<file path="config.mk">
export PLATFORM = sky130hd
export DESIGN_NAME = regfile_dump
export DESIGN_NICKNAME = d
export VERILOG_FILES = /design/src/rtl/regfile_dump_pkg.sv /design/src/rtl/regfile_dump_word_serializer.sv /design/src/rtl/regfile_dump.sv
export SDC_FILE = /design/constraint.sdc
export NUM_CORES = 1
export LEC_CHECK = 0
export CAP_MARGIN = 20
export CORE_UTILIZATION = 44
export DETAILED_ROUTE_END_ITERATION = 8
export GPL_ROUTABILITY_DRIVEN = 0
export PLACE_DENSITY = 0.77
export SETUP_SLACK_MARGIN = 0.02
export SLEW_MARGIN = 20
export SYNTH_ARGS = -nofsm -noshare
export SYNTH_HDL_FRONTEND = slang
export SYNTH_SLANG_ARGS = --single-unit
</file>
<file path="constraint.sdc">
create_clock -name clk -period 1.63 [get_ports clk]
set_input_delay 0.2445 -clock clk [delete_from_list [all_inputs] [get_ports clk]]
set_output_delay 0.2445 -clock clk [all_outputs]
set_load 0.02 [all_outputs]
</file>
<file path="src/rtl/regfile_dump_pkg.sv">
// Shared definitions for the register-file dump path: FSM state encoding,
// byte-interface width and the bytes-per-word derivation.
package regfile_dump_pkg;

  localparam int TX_WIDTH = 8;

  typedef enum logic [1:0] {
    ST_IDLE = 2'd0,
    ST_LOAD = 2'd1,
    ST_SEND = 2'd2,
    ST_DONE = 2'd3
  } state_e;

  // Number of transmit bytes in one register word.
  function automatic int bytes_per_word(input int data_width);
    return data_width / TX_WIDTH;
  endfunction

  // Byte counter width; at least one bit even for single-byte words.
  function automatic int byte_cnt_width(input int data_width);
    int b;
    b = data_width / TX_WIDTH;
    return (b <= 1) ? 1 : $clog2(b);
  endfunction

endpackage

</file>
<file path="src/rtl/regfile_dump_word_serializer.sv">
// Parallel-load word serializer: a load strobe captures one word, which is
// then emitted LSB byte first over a valid/ready byte stream.
// Handshake: a byte moves when o_valid && i_ready at a rising edge; once
// o_valid is high, o_data holds until that happens, and o_valid only falls
// after the last byte of the word is accepted (or on reset).
module regfile_dump_word_serializer
  import regfile_dump_pkg::*;
#(
  parameter int DATA_WIDTH = 32
) (
  input  logic                  clk,
  input  logic                  i_rst,
  input  logic                  i_load,
  input  logic [DATA_WIDTH-1:0] i_data,
  input  logic                  i_ready,
  output logic [TX_WIDTH-1:0]   o_data,
  output logic                  o_valid,
  output logic                  o_last
);

  localparam int BYTES = bytes_per_word(DATA_WIDTH);
  localparam int CW    = byte_cnt_width(DATA_WIDTH);
  localparam logic [CW-1:0] LAST_CNT = CW'(BYTES - 1);

  logic [DATA_WIDTH-1:0] shift_q, shift_d;
  logic [CW-1:0]         cnt_q, cnt_d;
  logic                  valid_q, valid_d;

  // Next-state: load a fresh word, or advance one byte per accepted transfer.
  always_comb begin
    shift_d = shift_q;
    cnt_d   = cnt_q;
    valid_d = valid_q;
    if (i_load) begin
      shift_d = i_data;
      cnt_d   = '0;
      valid_d = 1'b1;
    end else if (valid_q && i_ready) begin
      shift_d = shift_q >> TX_WIDTH;
      cnt_d   = cnt_q + CW'(1);
      if (cnt_q == LAST_CNT) valid_d = 1'b0;
    end
  end

  // Serializer registers with synchronous reset.
  always_ff @(posedge clk) begin
    if (i_rst) begin
      shift_q <= '0;
      cnt_q   <= '0;
      valid_q <= 1'b0;
    end else begin
      shift_q <= shift_d;
      cnt_q   <= cnt_d;
      valid_q <= valid_d;
    end
  end

  assign o_data  = shift_q[TX_WIDTH-1:0];
  assign o_valid = valid_q;
  assign o_last  = (cnt_q == LAST_CNT);

endmodule

</file>
<file path="src/rtl/regfile_dump.sv">
// Register-file dump engine: on i_start, reads registers 0..2^ADDR_WIDTH-1
// one at a time and streams each word LSB byte first to the debug UART.
module regfile_dump
  import regfile_dump_pkg::*;
#(
  parameter int ADDR_WIDTH = 5,
  parameter int DATA_WIDTH = 32
) (
  input  logic                  clk,
  input  logic                  i_rst,
  input  logic                  i_start,
  output logic                  o_busy,
  output logic                  o_done,
  output logic [ADDR_WIDTH-1:0] o_rf_addr,
  input  logic [DATA_WIDTH-1:0] i_rf_data,
  output logic [TX_WIDTH-1:0]   o_tx_data,
  output logic                  o_tx_valid,
  input  logic                  i_tx_ready
);

  localparam logic [ADDR_WIDTH-1:0] LAST_IDX = '1;

  state_e                state_q, state_d;
  logic [ADDR_WIDTH-1:0] word_idx_q, word_idx_d;
  logic [ADDR_WIDTH-1:0] rf_addr_q, rf_addr_d;
  logic                  busy_q, busy_d;
  logic                  done_q, done_d;

  logic ser_load;
  logic ser_valid;
  logic ser_last;
  logic word_sent;

  assign ser_load  = (state_q == ST_LOAD);
  assign word_sent = ser_valid && i_tx_ready && ser_last;

  // Next-state and registered-output decode for the dump sequencer.
  always_comb begin
    state_d    = state_q;
    word_idx_d = word_idx_q;
    case (state_q)
      ST_IDLE: begin
        if (i_start) begin
          word_idx_d = '0;
          state_d    = ST_LOAD;
        end
      end
      ST_LOAD: state_d = ST_SEND;
      ST_SEND: begin
        if (word_sent) begin
          if (word_idx_q == LAST_IDX) begin
            state_d = ST_DONE;
          end else begin
            word_idx_d = word_idx_q + ADDR_WIDTH'(1);
            state_d    = ST_LOAD;
          end
        end
      end
      ST_DONE: state_d = ST_IDLE;
      default: state_d = ST_IDLE;
    endcase
    busy_d    = (state_d == ST_LOAD) || (state_d == ST_SEND);
    done_d    = (state_d == ST_DONE);
    rf_addr_d = (state_d == ST_LOAD) ? word_idx_d : '0;
  end

  // Sequencer state and outputs, synchronous reset has priority.
  always_ff @(posedge clk) begin
    if (i_rst) begin
      state_q    <= ST_IDLE;
      word_idx_q <= '0;
      rf_addr_q  <= '0;
      busy_q     <= 1'b0;
      done_q     <= 1'b0;
    end else begin
      state_q    <= state_d;
      word_idx_q <= word_idx_d;
      rf_addr_q  <= rf_addr_d;
      busy_q     <= busy_d;
      done_q     <= done_d;
    end
  end

  regfile_dump_word_serializer #(
    .DATA_WIDTH(DATA_WIDTH)
  ) u_ser (
    .clk    (clk),
    .i_rst  (i_rst),
    .i_load (ser_load),
    .i_data (i_rf_data),
    .i_ready(i_tx_ready),
    .o_data (o_tx_data),
    .o_valid(ser_valid),
    .o_last (ser_last)
  );

  assign o_tx_valid = ser_valid;
  assign o_busy     = busy_q;
  assign o_done     = done_q;
  assign o_rf_addr  = rf_addr_q;

endmodule

</file>
==> flow_summary.ini <==
[timing]
fmaxAchievable_mhz = 657.6
slew_headroom = 0.6176
finalHoldViolations = 0
period_share = 0.9329
finalWorstSetupSlack_ps = 109.3
setup_viol_count_final = 0
period_needed_ps = 1521
skew_ps = 1.596
setup_tns_ps = 0
tightest_slew_ps = 573.5
whs_ps = 483.2
drv_slew = 0

[worst_setup_path]
crit_fanout = 3
worst-path-buf-inv = 1
cp-start-kind = flip-flop
crit_arrival_ps = 1280
crit_path_max_incr_delay_ps = 610
slowest_stage = clkdlybuf4s50_1
criticalPathCategory = reg -> out
worstPathRequired_ps = 1390
worstPathCellList = clkdlybuf4s50_1
cp-end-kind = primary output
critical_path.top_delay_family = buffers and inverters

[global_routing]
grt_start_max_net_pins = 49
grt_overflow = 0
grt_pass1_vias = 1831
antenna_found_initial = 0
grt_usage = 0.2024
grt_pass1_wl_mm = 8.155

[drt]
routed_wl_mm = 4.850
num_vias = 1948
drt_iter0_markers = 152
post_drt_wl_per_cell_um = 13.98
final_antenna_net_count = 0
dr.pass1.iters = 6
vias_per_cell = 5.614
drc = 4

[power_and_ir_drop]
power_uw = 2609
p_leak_uw = 0.001032
ir_worst_vdd_v = 0.0005339
p_per_area_nw_per_um2 = 929.5

[clocking]
cts_tree = yes
clkTransAtPathRegs_ps = 80
cts_max_level = 2
clock-sinks = 49
ctsRootBufferMaster = clkbuf_8
clockBufferDepth = 2
insertion_delay_ps = 300
hold_buffers = 0
numCtsBuffers = 5

[yosys]
ys_types = 33
ys_seq_area_frac = 0.4634
ys_ff_latch = 49
ys_warn_count = 0
syn-num-nets = 287
synth_area_per_cell_um2 = 8.571
synth_area_um2 = 2117
syn_inst = 247

[outcome]
status = complete, but fails checks
violations = DRC

[cells_and_area]
area_delta_synth_final_pct = 32.56
multi_input_area_um2 = 992.2
nets = 335
diodes = 0
fillers = 398
layout-drive-gt1-share = 0.1288
regArea_um2 = 984.7

[placement]
io_buffers = 51
dp_slack_ps = -193.2
post-dp-hpwl_mm = 3.248

[floorplan]
die-width_um = 71.37
die-area_um2 = 5093
core_area_um2 = 4474
start_util = 0.4732
io_pins = 52
die_y_um = 71.37
num_rows = 24

[flow_run]
cap_viol_max_count = 0

[hold_path]
hold_path.class = reg -> reg
## cell type report
class / count / area share
clock buffer: 7 / 0.03076
inverter: 2 / 0.002675
multi-input combinational: 168 / 0.3535
sequential: 49 / 0.3509
tap: 52 / 0.02318
timing repair buffer: 69 / 0.2390
## stage by stage
step                      utilization  instance area (um2)  cells
after floorplan                     -                 2122    247
after global placement         0.6021                 2694    339
after detailed placement       0.6021                 2694    339
after CTS                      0.6230                 2788    346
after global routing           0.6272                 2806    347
final                          0.6272                 2806    347
## worst paths after layout
| kind | from | end | slack [ps] | cells past startpoint |
|---|---|---|---|---|
| max | u_ser.o_valid | o_tx_valid | 110 | 1 |
| min | u_ser.shift_q[3] | u_ser.shift_q[3] | 480 | 2 |
| max reg2reg | word_idx_q[1] | o_rf_addr[4] | 130 | 7 |
| min reg2reg | u_ser.shift_q[3] | u_ser.shift_q[3] | 480 | 2 |
## synthesized netlist by cell type
cell | number | area share
buf_2 | 5 | 0.012
a22oi_1 | 8 | 0.028
clkbuf_1 | 12 | 0.021
a21oi_1 | 4 | 0.0095
nor3_1 | 4 | 0.0095
and3_4 | 1 | 0.0053
dfxtp_1 | 49 | 0.46
xor2_1 | 1 | 0.0041
inv_1 | 2 | 0.0035
nand2b_1 | 3 | 0.0089
nor3_2 | 2 | 0.0095
and3_1 | 1 | 0.0030
and4_1 | 1 | 0.0041
nand4_1 | 1 | 0.0030
o21ba_2 | 1 | 0.0047
a31oi_1 | 2 | 0.0059
a41oi_1 | 2 | 0.0083
buf_4 | 8 | 0.028
o21bai_1 | 1 | 0.0035
o21a_1 | 1 | 0.0035
nor2b_1 | 3 | 0.0089
ha_1 | 4 | 0.024
nand3_1 | 27 | 0.064
a311oi_1 | 24 | 0.099
nand2_1 | 29 | 0.051
a221oi_2 | 1 | 0.0071
buf_1 | 1 | 0.0018
a41o_1 | 1 | 0.0047
and2_4 | 1 | 0.0041
a2bb2oi_1 | 1 | 0.0041
mux2i_1 | 1 | 0.0047
buf_6 | 2 | 0.011
nor2_1 | 43 | 0.076
## logic make-up (layout without fill, tap and decap cells)
family	Yosys count	in the layout	synth area share
fa+ha+maj	4	4	0.02364
xor+xnor	1	1	0.004138
compound gates	46	46	0.1791
simple gates	116	116	0.2476
flops	49	49	0.4634
buf+inv	30	78	0.07742
mux	1	1	0.004728
## routing by layer
layer	global-route usage	share of wire	wire length, um	vias to the layer above
met1	0.2679	0.46	2249	908
li1	-	-	-	969
met3	0.05485	0.062	299	6
met2	0.3206	0.46	2245	65
met4	0.06889	0.011	55	0
met5	0	0	0	-
## registers in the layout, indices dropped and copies added, names as in the netlist
register       flops
u_ser.o_valid      1
o_done             1
word_idx_q         5
u_ser.cnt_q        2
u_ser.shift_q     32
state_q            2
o_busy             1
o_rf_addr          5
## report_power, final
group | internal, uW | switching [uW]
clock | 337 | 383
combinational | 264 | 278
sequential | 1290 | 54.4
## cell usage in the layout (no fill, tap or decap), types with 2 or more instances in the layout
| cell | count |
|---|---|
| a22oi_1 | 8 |
| nand2b_1 | 2 |
| a21oi_1 | 4 |
| nor3_2 | 3 |
| buf_4 | 16 |
| clkdlybuf4s50_1 | 51 |
| nor2b_1 | 3 |
| inv_1 | 2 |
| a311oi_1 | 24 |
| a41oi_1 | 2 |
| clkbuf_8 | 6 |
| dfxtp_1 | 46 |
| dfxtp_2 | 3 |
| a31oi_1 | 2 |
| nand2_1 | 29 |
| buf_12 | 2 |
| nor2_1 | 43 |
| ha_2 | 3 |
| nor3_1 | 3 |
| nand3_1 | 27 |
## repair_timing
action | CTS | global route
resized for setup | 1 | 5
pin swaps | 0 | 0
cloned | 0 | 0
endpoints found under the setup margin | 5 | 6
setup buffers | 0 | 1
Power figures use the tool's default switching activity.
